--- config.mk ---
export PLATFORM = sky130hd
export DESIGN_NAME = spi_master_engine
export DESIGN_NICKNAME = d
export VERILOG_FILES = /design/src/rtl/spi_master_engine.sv
export SDC_FILE = /design/constraint.sdc
export NUM_CORES = 1
export LEC_CHECK = 0
export ABC_CLOCK_PERIOD_IN_PS = 6300
export CORE_AREA = 2 2 97 99
export CTS_BUF_LIST = sky130_fd_sc_hd__clkbuf_8 sky130_fd_sc_hd__clkbuf_16
export DETAILED_ROUTE_END_ITERATION = 12
export DIE_AREA = 0 0 99 101
export GPL_TIMING_DRIVEN = 0
export PLACE_DENSITY_LB_ADDON = 0.08
export SLEW_MARGIN = 20
export SYNTH_ARGS = -nofsm -noshare
export SYNTH_HDL_FRONTEND = slang
export SYNTH_SLANG_ARGS = --single-unit
--- constraint.sdc ---
create_clock -name clk -period 6.3 [get_ports clk]
set_input_delay 1.26 -clock clk [delete_from_list [all_inputs] [get_ports clk]]
set_output_delay 1.26 -clock clk [all_outputs]
set_load 0.02 [all_outputs]
--- src/rtl/spi_master_engine.sv ---
//------------------------------------------------------------------------------
// spi_master_engine
//
// SPI master shift engine placed between a TX byte FIFO and an RX byte FIFO.
// It pops one word, asserts chip-select and shifts the word out MSB-first on
// mosi while capturing miso. The received word is then pushed into the RX
// FIFO, or dropped with a pulse on rx_drop when that FIFO is full. Words are
// streamed back-to-back under one chip-select while the TX FIFO has data and
// enable stays high.
//
// Parameters:
//   DATA_WIDTH  bits per SPI word (>= 2)
//   CLK_DIV     clk cycles per SCLK half-period (>= 1)
//
// Ports:
//   clk, rst_n        system clock, asynchronous active-low reset
//   enable            permits starting new words
//   cpol, cpha        SPI mode, latched when a word is popped
//   tx_empty, tx_data TX FIFO status / read data
//   tx_rd_en          one-cycle TX FIFO pop (combinational)
//   rx_full           RX FIFO full flag
//   rx_wr_en, rx_data one-cycle RX FIFO push and the received word
//   rx_drop           one-cycle pulse: received word discarded (RX full)
//   busy              engine is inside a frame
//   sclk, mosi, miso  SPI bus
//   cs_n              chip select, active-low
//------------------------------------------------------------------------------
`timescale 1ns/1ps

module spi_master_engine #(
  parameter int DATA_WIDTH = 8,
  parameter int CLK_DIV    = 4
) (
  input  logic                  clk,
  input  logic                  rst_n,
  input  logic                  enable,
  input  logic                  cpol,
  input  logic                  cpha,
  input  logic                  tx_empty,
  input  logic [DATA_WIDTH-1:0] tx_data,
  output logic                  tx_rd_en,
  input  logic                  rx_full,
  output logic                  rx_wr_en,
  output logic [DATA_WIDTH-1:0] rx_data,
  output logic                  rx_drop,
  output logic                  busy,
  output logic                  sclk,
  output logic                  mosi,
  input  logic                  miso,
  output logic                  cs_n
);

  localparam int DIV_W  = $clog2(CLK_DIV + 1);
  localparam int EDGE_W = $clog2(2 * DATA_WIDTH + 1);
  localparam logic [DIV_W-1:0]  DIV_LAST  = DIV_W'(CLK_DIV - 1);
  localparam logic [EDGE_W-1:0] EDGE_LAST = EDGE_W'(2 * DATA_WIDTH);

  typedef enum logic [1:0] {IDLE, SETUP, SHIFT, HOLD} state_t;

  state_t                state, state_next;
  logic [DIV_W-1:0]      div_cnt;
  logic [EDGE_W-1:0]     edge_cnt;
  logic [DATA_WIDTH-1:0] tx_shift;
  logic [DATA_WIDTH-1:0] rx_shift;
  logic [DATA_WIDTH-1:0] rx_shift_next;
  logic [DATA_WIDTH-1:0] rx_data_reg;
  logic                  cpol_lat, cpha_lat;
  logic                  sclk_reg, mosi_reg, cs_n_reg;

  logic                  div_last;
  logic                  pop;
  logic                  edge_fire;
  logic                  sample_edge;
  logic                  drive_edge;
  logic                  last_edge;
  logic                  hold_first;
  logic [EDGE_W-1:0]     edge_num;

  // State register
  always_ff @(posedge clk or negedge rst_n) begin
    if (!rst_n) state <= IDLE;
    else        state <= state_next;
  end

  // Next-state and control decode
  always_comb begin
    state_next    = state;
    div_last      = (div_cnt == DIV_LAST);
    edge_num      = edge_cnt + EDGE_W'(1);
    last_edge     = (edge_num == EDGE_LAST);
    hold_first    = (state == HOLD) && (div_cnt == '0);
    // rst_n gates the pop so the FIFO is never read while the engine is held.
    pop           = rst_n && enable && !tx_empty &&
                    ((state == IDLE) || ((state == HOLD) && div_last));
    // An SCLK edge is produced when the divider wraps in SETUP (edge 1) or SHIFT.
    edge_fire     = div_last && ((state == SETUP) || (state == SHIFT));
    // Odd edges are leading: mode 0 samples on them, mode 1 samples on even ones.
    sample_edge   = edge_fire && (edge_num[0] ^ cpha_lat);
    // Mode 0 has no data change on the final trailing edge.
    drive_edge    = edge_fire && !sample_edge && (cpha_lat || !last_edge);
    rx_shift_next = rx_shift;
    if (sample_edge) rx_shift_next = {rx_shift[DATA_WIDTH-2:0], miso};

    unique case (state)
      IDLE:    if (pop) state_next = SETUP;
      SETUP:   if (div_last) state_next = SHIFT;
      SHIFT:   if (edge_fire && last_edge) state_next = HOLD;
      HOLD:    if (div_last) state_next = pop ? SETUP : IDLE;
      default: state_next = IDLE;
    endcase

    tx_rd_en = pop;
    busy     = (state != IDLE);
    rx_wr_en = hold_first && !rx_full;
    rx_drop  = hold_first && rx_full;
  end

  // Datapath
  always_ff @(posedge clk or negedge rst_n) begin
    if (!rst_n) begin
      div_cnt     <= '0;
      edge_cnt    <= '0;
      tx_shift    <= '0;
      rx_shift    <= '0;
      rx_data_reg <= '0;
      cpol_lat    <= 1'b0;
      cpha_lat    <= 1'b0;
      sclk_reg    <= 1'b0;
      mosi_reg    <= 1'b0;
      cs_n_reg    <= 1'b1;
    end else begin
      div_cnt <= ((state == IDLE) || div_last) ? '0 : div_cnt + DIV_W'(1);

      if (pop)            edge_cnt <= '0;
      else if (edge_fire) edge_cnt <= edge_num;

      if (pop) begin
        cpol_lat <= cpol;
        cpha_lat <= cpha;
      end

      if (pop)             tx_shift <= tx_data;
      else if (drive_edge) tx_shift <= tx_shift << 1;

      // Mode 0 presents the MSB for the whole of SETUP; mode 1 keeps the old
      // level until edge 1. Leaving the frame returns mosi to 0.
      if (pop) begin
        if (!cpha) mosi_reg <= tx_data[DATA_WIDTH-1];
      end else if (drive_edge) begin
        mosi_reg <= cpha_lat ? tx_shift[DATA_WIDTH-1] : tx_shift[DATA_WIDTH-2];
      end else if ((state == HOLD) && div_last) begin
        mosi_reg <= 1'b0;
      end

      if (pop)            rx_shift <= '0;
      else                rx_shift <= rx_shift_next;

      if ((state == SHIFT) && edge_fire && last_edge) rx_data_reg <= rx_shift_next;

      // Idle SCLK tracks the cpol input; a pop loads the mode being latched.
      if ((state == IDLE) || pop) sclk_reg <= cpol;
      else if (edge_fire)         sclk_reg <= ~sclk_reg;
      else if (state == HOLD)     sclk_reg <= cpol_lat;

      if (pop)                            cs_n_reg <= 1'b0;
      else if ((state == HOLD) && div_last) cs_n_reg <= 1'b1;
    end
  end

  assign sclk    = sclk_reg;
  assign mosi    = mosi_reg;
  assign cs_n    = cs_n_reg;
  assign rx_data = rx_data_reg;

endmodule

==> results of run 1 <==
metrics by stage:
| stage | cell area [um^2] | hold slack [ps] | power, W |
|---|---|---|---|
| floorplan | 2170 | 440 | 0.000837 |
| global placement | 2610 | 469 | 0.00101 |
| detailed placement | 2620 | 474 | 0.00101 |
| CTS | 2710 | 491 | 0.00119 |
| global route | 2710 | 498 | 0.00128 |
| finish | 2710 | 488 | 0.00117 |
power breakdown:
part | total [W] | internal, W | switching [W]
Clock | 0.000174 | 0.0000772 | 0.0000963
Combinational | 0.000545 | 0.000249 | 0.000296
Sequential | 0.000447 | 0.000358 | 0.0000888
metal layers:
metal	wire length [um]	GRT usage	share of wire	vias up
met2	2330	0.176	0.47	36
li1	-	-	-	860
met3	203	0.0215	0.041	6
met5	0	0	0	-
met4	72	0.0316	0.014	0
met1	2370	0.142	0.48	811
worst paths after layout:
path / end / cells past startpoint
worst max-delay path: tx_rd_en / 6
worst min-delay path: cpol_lat$_DFFE_PN0P_ / 2
worst max register to register: tx_shift[6]$_DFFE_PN0P_ / 7
worst min register to register: cpol_lat$_DFFE_PN0P_ / 2
max in group asynchronous: cs_n$_DFFE_PN1P_ / 2
min in group asynchronous: mosi$_DFFE_PN0P_ / 1
worst max-delay path, stage by stage:
cell and delay (ps):
clkdlybuf4s50_1 390, nand3b_1 220, or2_2 390, clkinv_1 190, buf_1 400, clkdlybuf4s50_1 710
layout by cell type, fill, tap and decap left out, types with 5 or more instances in the layout:
cell and n:
a21oi_1 19, a221oi_1 7, buf_2 5, clkbuf_8 6
clkdlybuf4s50_1 29, dfrtp_1 38, ha_1 9, inv_1 8
mux2i_1 10, nand2_1 36, nor2_1 28, o21ai_0 9
xor2_1 5
logic make-up (layout without fill, tap and decap cells):
group                    after synthesis  count (layout)  share of synthesized area
AND/OR/NAND/NOR                       85              85                      0.177
buffers and inverters                 22              61                     0.0611
multiplexers                          13              13                     0.0617
adder cells (fa/ha/maj)                9               9                     0.0519
flip-flops                            39              39                      0.450
AO/OA/AOI/OAI                         52              52                      0.174
XOR/XNOR                               6               6                     0.0242
layout make-up:
cell class                      instances  area, um^2  area share
Inverter                                9        33.8      0.0125
Buffer                                 13        98.8      0.0364
Tap cell                              111         139      0.0512
Multi-Input combinational cell        165        1060       0.391
Sequential cell                        39         977       0.360
Timing Repair Buffer                   31         315       0.116
Clock buffer                            5        68.8      0.0254
Clock inverter                          3        20.0     0.00738
==> impl_metrics.env, run 1 <==
export IMPL_cts_root_buf="clkbuf_8"
export IMPL_period_needed_ps=4820
export IMPL_criticalPathCategory="in -> out"
export IMPL_syn_area_um2=2170
export IMPL_io_buffers=30
export IMPL_ys_ff_latch=39
export IMPL_coreArea_um2=8980
export IMPL_fmax_ghz=0.208
export IMPL_finalMaxSlewViolations=0
export IMPL_crit_fanout=10
export IMPL_yosysWarnings=0
export IMPL_power_density_nw_per_um2=430
export IMPL_rsz0062_at_grt="false"
export IMPL_vias_per_cell=4.56
export IMPL_p_leak_nw=1.11
export IMPL_cts_inserted_buffers=5
export IMPL_cts_tree="done"
export IMPL_synth_cell_type_count=44
export IMPL_synth_common_cells="dfrtp_1 (38), nand2_1 (36), nor2_1 (28)"
export IMPL_grt_pass1_vias=1794
export IMPL_dp_hpwl_mm=3.64
export IMPL_postCtsSetupBuffers=0
export IMPL_synth_nets=251
export IMPL_yosysMostFrequentCell="dfrtp_1"
export IMPL_critPathRequiredTime_ps=5040
export IMPL_arrival_ps=3560
export IMPL_cts_sinks=39
export IMPL_synth_top_cell_area_share=0.438
export IMPL_fp_dieW_um=99
export IMPL_worstMarginPinSlew_ps=632
export IMPL_netlist_instances=226
export IMPL_drive_gt1_frac=0.143
export IMPL_dr_first_iter_drc_count=50
export IMPL_r2r_setup_slack_ps=3970
export IMPL_grt_max_degree=27
export IMPL_clk_latency_ps=290
export IMPL_post_place_ws_ps=1400
export IMPL_synth_area_leaders="dfrtp_1 (44%), nand2_1 (6.2%), ha_1 (5.2%)"
export IMPL_synth_top_area_cell="dfrtp_1"
export IMPL_clk_pin_slew_ps=80
export IMPL_area_growth_pct=25.0
export IMPL_fillers=954
export IMPL_start_kind="primary input"
export IMPL_r2r_start="state[0]$_DFFE_PN0P_"
export IMPL_vias=1713
export IMPL_antennaDiodeCount=0
export IMPL_outcome="complete, no violations"
export IMPL_htree_levels=2
export IMPL_vdd_drop_max_v=0.000108
export IMPL_synth_edf_count=0
export IMPL_die_area_um2=10000
export IMPL_dp_cells=368
export IMPL_antenna_left=0
export IMPL_wl_per_cell_um=13.2
export IMPL_place_gp_congestion=0.752
export IMPL_slew_headroom=0.579
export IMPL_antenna_found_initial=0
export IMPL_finalCritPeriodShare=0.765
export IMPL_gr_total_overflow=0
export IMPL_fin_nets=289
export IMPL_fin_skew_ps=3.54
export IMPL_min_from="cpol_lat$_DFFE_PN0P_"
export IMPL_drt_drc_violations_left=0
export IMPL_final_cells=376
export IMPL_holdBufCountCts=0
export IMPL_start_util=0.242
export IMPL_final_setup_tns_ps=0
export IMPL_first_pass_iters=4
export IMPL_drv_cap=0
export IMPL_grt_pass1_wl_mm=8.65
export IMPL_die_h_um=101
export IMPL_hp_class="reg -> reg"
export IMPL_rows=35
export IMPL_startpoint="tx_empty"
export IMPL_grt_use_total=0.107
export IMPL_synth_ff_type="dfrtp_1"
export IMPL_fin_util=0.302
export IMPL_critical_path_endpoint_type="primary output"
export IMPL_wirelength_mm=4.97
export IMPL_worst_slack_ps=1480
export IMPL_syn_area_per_cell_um2=9.60
export IMPL_hold_violations=0
export IMPL_finalSetupViolations=0
export IMPL_async_reset_ff_frac=1.00
export IMPL_pin_count=31
export IMPL_ctsLongestPathBuffers=2
export IMPL_ctsResizeCount=0
export IMPL_ys_seq_area_frac=0.450
Note: power is estimated with default switching activity, not from simulation.
==> run 2: changes to the inputs <==
--- a/config.mk
+++ b/config.mk
@@ -5,7 +5,7 @@
 export SDC_FILE = /design/constraint.sdc
 export NUM_CORES = 1
 export LEC_CHECK = 0
-export ABC_CLOCK_PERIOD_IN_PS = 6300
+export ABC_CLOCK_PERIOD_IN_PS = 4400
 export CORE_AREA = 2 2 97 99
 export CTS_BUF_LIST = sky130_fd_sc_hd__clkbuf_8 sky130_fd_sc_hd__clkbuf_16
 export DETAILED_ROUTE_END_ITERATION = 12
==> constraint.sdc (replaced) <==
create_clock -name clk -period 4.4 [get_ports clk]
set_input_delay 0.88 -clock clk [delete_from_list [all_inputs] [get_ports clk]]
set_output_delay 0.88 -clock clk [all_outputs]
set_load 0.02 [all_outputs]
==> results of run 2 <==
Same layout as run 1 (identical final DEF). Status: complete, no violations.
Among the figures that moved: setup slack after placement 1400 ps -> 260 ps; setup slack after layout 1480 ps -> 344 ps; register-to-register setup slack 3970 ps -> 2070 ps; total power 0.00117 W -> 0.00167 W; worst IR drop on VDD 0.000108 V -> 0.000155 V
